$ cat config.mk
export PLATFORM = sky130hd
export DESIGN_NAME = udp_src_scheduler
export DESIGN_NICKNAME = d
export VERILOG_FILES = /design/src/rtl/udp_sched_pkg.sv /design/src/rtl/udp_sched_wdog.sv /design/src/rtl/udp_src_scheduler.sv
export SDC_FILE = /design/constraint.sdc
export NUM_CORES = 1
export LEC_CHECK = 0
export BUFFER_PORTS_ARGS = -buffer_cell sky130_fd_sc_hd__buf_4
export CAP_MARGIN = 20
export CORE_UTILIZATION = 53
export DETAILED_ROUTE_END_ITERATION = 8
export PLACE_DENSITY = 0.74
export SKIP_CTS_REPAIR_TIMING = 1
export SYNTH_ARGS = -nofsm -noshare
export SYNTH_HDL_FRONTEND = slang
export SYNTH_SLANG_ARGS = --single-unit
$ cat constraint.sdc
create_clock -name clk -period 2.12 [get_ports clk]
set_input_delay 0.424 -clock clk [delete_from_list [all_inputs] [get_ports clk]]
set_output_delay 0.424 -clock clk [all_outputs]
set_load 0.005 [all_outputs]
$ cat src/rtl/udp_sched_pkg.sv
// Shared encodings for the UDP source scheduler: FSM states, last-source tag
// and a small helper that says which states count as busy.
package udp_sched_pkg;

  typedef enum logic [2:0] {
    ST_INIT = 3'd0,
    ST_IDLE = 3'd1,
    ST_CAM  = 3'd2,
    ST_SD   = 3'd3,
    ST_GAP  = 3'd4
  } state_e;

  typedef enum logic {
    SRC_SD  = 1'b0,
    SRC_CAM = 1'b1
  } src_e;

  function automatic logic is_busy(input state_e s);
    return (s == ST_CAM) || (s == ST_SD) || (s == ST_GAP);
  endfunction

endpackage

$ cat src/rtl/udp_sched_wdog.sv
// Frame watchdog: cleared when a grant is issued, counts while a source owns
// the path, and flags expiry on the WDOG_CYCLES-th granted cycle.
import udp_sched_pkg::*;

module udp_sched_wdog #(
  parameter int WDOG_CYCLES = 65535
) (
  input  logic clk,
  input  logic reset,
  input  logic clear,
  input  logic run,
  output logic expire
);

  localparam logic [15:0] LIMIT = 16'(WDOG_CYCLES - 1);

  logic [15:0] cnt_q, cnt_d;

  always_comb begin
    cnt_d = cnt_q;
    if (clear) begin
      cnt_d = '0;
    end else if (run) begin
      cnt_d = cnt_q + 16'd1;
    end
  end

  always_ff @(posedge clk) begin
    if (reset) begin
      cnt_q <= '0;
    end else begin
      cnt_q <= cnt_d;
    end
  end

  // cnt_q holds (granted cycles - 1), so this fires during cycle WDOG_CYCLES.
  assign expire = run && (cnt_q == LIMIT);

endmodule

$ cat src/rtl/udp_src_scheduler.sv
// Frame-level owner of the UDP transmit path (camera vs SD/TF) with round-robin,
// fixed inter-frame gap and SDRAM-init gating. UDP_SCHED_WDOG_EN adds a frame watchdog.
import udp_sched_pkg::*;

module udp_src_scheduler #(
  parameter int GAP_CYCLES  = 16,
  parameter int WDOG_CYCLES = 65535
) (
  input  logic        clk,
  input  logic        reset,
  input  logic        Sdr_init_done,
  input  logic        cam_req,
  input  logic        sd_req,
  input  logic        cam_data_done,
  input  logic        sd_data_done,
  output logic        sel_cam,
  output logic        cam_grant,
  output logic        sd_grant,
  output logic        busy,
  output logic [15:0] frame_cnt,
  output logic        wdog_abort,
  output logic [2:0]  dbg_state
);

  // Handshake: a source raises *_req and holds it until *_grant is seen high;
  // the grant then stays high for the whole frame and drops on the edge that
  // samples the one-cycle *_data_done (or on watchdog expiry).

  localparam logic [7:0] GAP_LOAD = 8'(GAP_CYCLES - 1);

  state_e      state_q, state_d;
  src_e        last_src_q, last_src_d;
  logic [7:0]  gap_cnt_q, gap_cnt_d;
  logic [15:0] frame_cnt_q, frame_cnt_d;
  logic        sel_cam_q, sel_cam_d;
  logic        cam_grant_q, cam_grant_d;
  logic        sd_grant_q, sd_grant_d;
  logic        busy_q, busy_d;
  logic        wdog_abort_q, wdog_abort_d;
  logic        expire;

  always_ff @(posedge clk) begin
    if (reset) begin
      state_q      <= ST_INIT;
      last_src_q   <= SRC_SD;
      gap_cnt_q    <= '0;
      frame_cnt_q  <= '0;
      sel_cam_q    <= 1'b0;
      cam_grant_q  <= 1'b0;
      sd_grant_q   <= 1'b0;
      busy_q       <= 1'b0;
      wdog_abort_q <= 1'b0;
    end else begin
      state_q      <= state_d;
      last_src_q   <= last_src_d;
      gap_cnt_q    <= gap_cnt_d;
      frame_cnt_q  <= frame_cnt_d;
      sel_cam_q    <= sel_cam_d;
      cam_grant_q  <= cam_grant_d;
      sd_grant_q   <= sd_grant_d;
      busy_q       <= busy_d;
      wdog_abort_q <= wdog_abort_d;
    end
  end

  always_comb begin
    state_d      = state_q;
    last_src_d   = last_src_q;
    gap_cnt_d    = gap_cnt_q;
    frame_cnt_d  = frame_cnt_q;
    wdog_abort_d = 1'b0;
    case (state_q)
      ST_INIT: begin
        if (Sdr_init_done) state_d = ST_IDLE;
      end
      ST_IDLE: begin
        if (!Sdr_init_done) begin
          state_d = ST_INIT;
        end else if (cam_req && (!sd_req || last_src_q == SRC_SD)) begin
          state_d    = ST_CAM;
          last_src_d = SRC_CAM;
        end else if (sd_req) begin
          state_d    = ST_SD;
          last_src_d = SRC_SD;
        end
      end
      ST_CAM, ST_SD: begin
        // A done on the expiry cycle is a normal completion.
        if ((state_q == ST_CAM) ? cam_data_done : sd_data_done) begin
          state_d     = ST_GAP;
          gap_cnt_d   = GAP_LOAD;
          frame_cnt_d = frame_cnt_q + 16'd1;
        end else if (expire) begin
          state_d      = ST_GAP;
          gap_cnt_d    = GAP_LOAD;
          wdog_abort_d = 1'b1;
        end
      end
      ST_GAP: begin
        if (gap_cnt_q == 8'd0) begin
          state_d = ST_IDLE;
        end else begin
          gap_cnt_d = gap_cnt_q - 8'd1;
        end
      end
      default: state_d = ST_INIT;
    endcase
  end

  // Outputs are registered from the next state so they line up with the state flop.
  always_comb begin
    sel_cam_d = sel_cam_q;
    if (state_q == ST_IDLE && state_d == ST_CAM) sel_cam_d = 1'b1;
    if (state_q == ST_IDLE && state_d == ST_SD)  sel_cam_d = 1'b0;
    cam_grant_d = (state_d == ST_CAM);
    sd_grant_d  = (state_d == ST_SD);
    busy_d      = is_busy(state_d);
  end

`ifdef UDP_SCHED_WDOG_EN
  logic wdog_clear, wdog_run;
  assign wdog_run   = (state_q == ST_CAM) || (state_q == ST_SD);
  assign wdog_clear = (state_q == ST_IDLE) && ((state_d == ST_CAM) || (state_d == ST_SD));

  udp_sched_wdog #(
    .WDOG_CYCLES(WDOG_CYCLES)
  ) u_wdog (
    .clk   (clk),
    .reset (reset),
    .clear (wdog_clear),
    .run   (wdog_run),
    .expire(expire)
  );
`else
  logic unused_wdog_cfg;
  assign unused_wdog_cfg = ^WDOG_CYCLES;
  assign expire          = 1'b0;
`endif

  assign sel_cam    = sel_cam_q;
  assign cam_grant  = cam_grant_q;
  assign sd_grant   = sd_grant_q;
  assign busy       = busy_q;
  assign frame_cnt  = frame_cnt_q;
  assign wdog_abort = wdog_abort_q;
  assign dbg_state  = state_q;

endmodule

### Word level (Yosys, flattened, before mapping)

Cells that the tools add are included.

| word-level totals | value |
|---|---|
| bits in registers | 32 |
| bits of input ports | 7 |
| output and inout bits | 24 |

| cells by class | value |
|---|---|
| $add $sub $neg | 2 |
| equality and inequality tests | 9 |
| multiplexer cells | 13 |
| bitwise gates (word level) | 1 |
| reduce and logical (&&, ||, !) cells | 16 |

Operators with widths:

| operator | count |
|---|---|
| $mux W3 | 6 |
| $add A16 B1 Y16 const B | 1 |
| $mux W8 | 2 |
| $pmux W8 S2 | 1 |
| $eq A3 B2 Y1 const B | 4 |
| $pmux W3 S4 | 1 |
| $logic_not A8 Y1 | 1 |
| $sub A8 B1 Y8 const B | 1 |
| $eq A3 B3 Y1 const B | 2 |
| $reduce_and A3 Y1 | 2 |
| $ne A2 B2 Y1 const B | 2 |
| $reduce_bool A2 Y1 | 2 |
| $reduce_or A2 Y1 | 2 |
| $eq A3 B1 Y1 const B | 1 |
| $logic_and A1 B1 Y1 | 3 |
| $logic_not A3 Y1 | 1 |
| $logic_or A1 B1 Y1 | 3 |
| $mux W1 | 3 |
| $reduce_and A2 Y1 | 1 |
| $logic_not A1 Y1 | 1 |
| $not A1 Y1 | 1 |

### Logic depth before layout (Yosys ltp)

| logic depth | value |
|---|---|
| depth after elaboration | 9 |
| mapped depth | 6 |
| mapped depth without buffers | 6 |

### Least setup slack after synthesis

OpenSTA, ideal clock, no wires.

| timing path | value |
|---|---|
| path type | register to register |
| from | reg gap_cnt_q[0] |
| to | reg gap_cnt_q[4] |
| library setup time | 0.076 ns |
| arrival | 1.579 ns |
| data required time | 2.044 ns |
| path slack | 0.465 ns |
| stages on the path, launching flop included | 7 |
| buffers on the path | 0 |
| period minus slack after synthesis | 1.655 ns |
| path through | dfxtp_1 -> inv_1 -> ha_1 -> nor3b_1 -> o21ai_0 -> or3_2 -> a21boi_0 |

| between the ends | value |
|---|---|
| cells in the longest elaborated chain, start to end | 3 |
| elaborated cells on any way between the ends | 6 |
| classes of those cells | add/sub: 1; eq/ne: 1; mux: 2; reduce/logical: 2 |

RTL lines:

| element | RTL line | source |
|---|---|---|
| start, declared | udp_src_scheduler.sv:33 | `logic [7:0] gap_cnt_q, gap_cnt_d;` |
| start signal, assigned | udp_src_scheduler.sv:56 | `gap_cnt_q <= gap_cnt_d;` |
| $sub A8 B1 Y8 or $logic_not A8 Y1 (tied branches) | udp_src_scheduler.sv:103, udp_src_scheduler.sv:100 |  |
| $mux W8 or $ne A2 B2 Y1 (tied branches) | n/a |  |
| $pmux W8 S2 or $reduce_and A3 Y1 (tied branches) | n/a |  |

Parallel ways exist; a longest one is shown, timed or not. The select of a mux whose other input is x is not followed.
A chain may end at the register's enable or synchronous reset.

### Worst setup path in the final report

Same ends and word-level chain as after synthesis.

==> impl_summary.md <==
Synth
The cell type with the highest aggregate area in the netlist is dfxtp_1. The number of synthesized register bits is 32. Yosys printed 0 warnings.

The number of enable-type register cells in the synthesized netlist is 0. After synthesis, the cell types taking the most area are dfxtp_1, a21oi_1, nand2_1. The share of synthesized area occupied by flip-flops and latches is between 40% and 50%. Synthesis produced a netlist with a net count of roughly 180. The mean post-synth cell area is between 8 and 9 um^2.

The cell area after technology mapping is 1509 um^2. The predominant post-synthesis flop cell is dfxtp_1. Synthesis handed over a netlist of approximately 180 instances. The share of Yosys cell area claimed by the top area cell type is between 40% and 50%. The count of unique library cells instantiated by Yosys is 43.

The proportion of register bits with asynchronous set or reset after synthesis is 0%.

Pwr
The part of the power in registers is 57.6%. The maximum vdd drop is ~560 uV. The net switching component of the power is around 0.3 mW. The power density over cell area is between 600 and 700 nW/um^2.

The clock network accounts for 32.3% of the total power. The portion of total power attributed to combinational logic is between 10 and 15%. The leakage power of the design is around 0.68 nW. Cell internal power was estimated by the tool at ~0.79 mW.

Net switching is approximately 27% of the power.

Global route
Entering global routing, the biggest net connects 30 pins. The number of antenna violations at the first check in global routing is 0. After global routing the overflow that remains totals 0. The first-pass GRT wire length is 5754 um.

The number of global-route vias before repair is around 1300. Across every metal layer, demand over resource in global routing totals 23.50%.

STA
Setup total negative slack on the finished layout was measured at 0 ps. The achievable clock frequency is ~0.54 GHz. The max-slew violation count is 0. The maximum clock skew at final layout is about 11 ps. The post-route minimum period is ~1900 ps.

The hold violation total from the final report came to 0. Setup repair after global routing left no endpoint under its margin. In the finished design, the share of the clock period the worst path needs comes to just under 90%. The worst max-slew margin expressed relative to the limit is roughly 67%. Setup violations remaining at the end of the flow were counted as 0.

For the pin with the worst max-slew slack, the measured transition is ~500 ps.

Routing
In the routed design, unresolved DRC markers number 0. The detail route stage leaves a number of antenna-violating nets equal to 0. The final route contains between 1000 and 1500 vias. The detailed-router iteration count before antenna repair is 4. The routed wirelength normalized by instance count is between 10 and 15 um. The count of routing violations after the opening detailed-route iteration is 46. After detailed routing, the number of vias per cell comes to approximately 6. The total routed wirelength is 3383 um.

Finish
The layout overhead on the synthesized area is 19.32%. The fraction of final layout cells sized beyond drive strength 1 is about 25%. Leaving out filler cells and counting taps, the final layout contains between 200 and 250.

The number of diodes added for antenna fixing is 0. The filler cell count in the final layout is roughly 230. The final layout contains between 200 and 250 nets. The register cell area after layout is approximately 640 um^2. In the final layout, the multi-input gates occupy between 800 and 900 um^2. Summing all non-filler instances in the final layout gives an area of ~1800 um^2.

Critical path
The type of origin of the critical path is a register. The buffers plus inverters on the worst setup path is 1. For the worst setup path, the data required time is 2390 ps. Traced cell by cell, the critical path runs through inv_1 -> ha_1 -> nor3b_1 -> o21ai_0 -> or3_2 -> a21boi_0. In this run the critical register-to-register path is launched from gap_cnt_q[0]$_SDFFE_PP0P_.

The dominant delay contributor by cell family on the critical path is simple AND/OR/NAND/NOR gates. The critical path launch point is gap_cnt_q[0]$_SDFFE_PP0P_. The largest single stage delay on the critical path is approximately 450 ps. The maximum fanout encountered on the critical timing path is 4. The timing endpoint of the critical path is gap_cnt_q[4]$_SDFFE_PP0P_. The worst setup path is of the register to register kind. The endpoint identified for the worst register-to-register timing path is gap_cnt_q[4]$_SDFFE_PP0P_. The reg-to-reg setup timing slack is around 250 ps.

STA classifies the critical path endpoint as a register. Measured in cells, the most critical reg-to-reg path has a length of 6. The critical path crosses 6 cells after its start point. For the worst setup path, the data arrival time is 2140 ps. The slowest library cell on the worst path is or3_2.

Placement
The congestion estimate from routability-driven global placement came to approximately 0.85. In this run, placement finished with an instance count of about 230. Summing all placed instances gives a cell area of 1744 um^2. The detailed placer's ending HPWL is 2418 um.

The count of input and output buffers is 29.

Clocking
The H-tree depth reported by CTS is 2. The clock-pin slew on the worst setup and hold paths is roughly 110 ps. The clock tree root driver cell is clkbuf_4. The maximum count of clock buffers along a single path is 2. For the worst-skew pair, the clock arrives at the later sink with an insertion delay of roughly 340 ps.

The CTS tree is built. The clock drives 32 sinks. The total CTS buffers is 5.

Die
The die covers approximately 3000 um^2. Pin placement for this block handled 31 I/O pins. The placeable core region is ~2600 um^2. The height of the die is between 50 and 60 um. The floorplan step set the die width to ~55 um. For this configuration, the core starts out at a cell density of 58.26%.

The number of placement rows is 18.

Worst hold path
The worst hold path belongs to the class input port to register.

Run
The tool flagged a number of max-cap violations equal to 0.

Outcome
The run finished with clean final reports.
==> synth_stat cells, types with 2 or more instances <==
master	instances
a211oi_1	2
a21oi_1	19
and2_1	2
and3_1	2
buf_4	2
clkbuf_1	4
dfxtp_1	32
ha_1	2
inv_1	4
mux2i_1	3
nand2_1	14
nand2b_1	3
nand3_1	8
nand4_1	4
nor2_1	12
nor3_1	2
nor3b_1	3
nor4_1	4
o21ai_0	8
o31ai_1	5
or2_2	3
or3_1	6
or3b_2	2
or4_1	5
xnor2_1	4
xor2_1	3
==> power by group through the flow <==
stage	clock (mW)	combinational, mW	sequential, mW
after floorplan	0	0.0776	0.636
after global placement	0	0.105	0.639
after detailed placement	0	0.109	0.641
after CTS	0.362	0.109	0.627
after global routing	0.385	0.123	0.630
final	0.351	0.111	0.627
==> cells by family after synthesis <==
| kind of cell | share of synthesized area (%) |
|---|---|
| mux | 2.985 |
| xor+xnor | 4.063 |
| simple gates | 29.60 |
| flops | 42.45 |
| buf+inv | 3.316 |
| compound gates | 15.67 |
| fa+ha+maj | 1.658 |
| other cells | 0.2485 |
==> metal layers <==
layer	up-vias	GRT usage [%]	share of wire (%)
met5	-	0	0
met1	656	30.13	46
met2	43	37.87	47
met4	0	7.857	1.1
met3	6	6.792	5.9
li1	704	-	-
==> state kept, by name (all words and copies together) (netlist names) <==
name        count
busy            1
cam_grant       1
dbg_state       3
frame_cnt      16
gap_cnt_q       8
last_src_q      1
sd_grant        1
sel_cam         1
==> how the worst min path moves through the flow <==
stage	from	endpoint	cells past startpoint
floorplan	last_src_q$_SDFFE_PP0P_	last_src_q$_SDFFE_PP0P_	2
global placement	sel_cam$_SDFFE_PP0P_	sel_cam$_SDFFE_PP0P_	2
detailed placement	last_src_q$_SDFFE_PP0P_	last_src_q$_SDFFE_PP0P_	2
CTS	reset	frame_cnt[2]$_SDFFE_PP0P_	2
global route	reset	dbg_state[2]$_SDFF_PP0_	2
finish	reset	dbg_state[2]$_SDFF_PP0_	2
==> layout by cell type (no fill, tap or decap), types with 2 or more instances in the layout <==
cell	instances
or3b_2	2
xor2_1	3
inv_1	4
nor4_1	4
clkinv_2	2
clkbuf_4	5
nand4_1	4
nor2_1	12
a21oi_1	19
or3_1	6
or4_1	5
ha_1	2
or2_2	3
nor3b_1	3
a211oi_1	2
buf_4	31
nand2_1	14
and3_1	2
nor3_1	2
o21ai_0	8
mux2i_1	3
and2_1	2
dfxtp_1	32
o31ai_1	5
nand3_1	8
xnor2_1	4
nand2b_1	3
==> per-stage QoR <==
stage	power, mW	setup WS (ps)	hold slack, ps	util, %
6_report	1.089	251.6	440.3	69.52
5_1_grt	1.138	44.33	439.8	69.52
4_1_cts	1.098	259.9	427.1	69.52
3_5_place_dp	0.7497	281.7	454.4	67.34
3_3_place_gp	0.7442	393.5	444.9	67.34
2_1_floorplan	0.7137	465.5	436.6	-
==> worst register-to-register path, delay by kind of cell, from the launching register on <==
family	cells	cell delay, ps
AND/OR/NAND/NOR	2	810
AO/OA/AOI/OAI	2	430
flip-flops	1	350
adder cells (fa/ha/maj)	1	150
buffers and inverters	1	70
==> layout make-up <==
cell class / instances / area share (%)
Multi-Input combinational cell: 132 / 45.45
Sequential cell: 32 / 35.58
Timing Repair Buffer: 31 / 12.93
Clock buffer: 5 / 2.085
Tap cell: 30 / 2.085
Clock inverter: 3 / 1.042
Inverter: 4 / 0.8339
(Power assumes the default switching activity.)
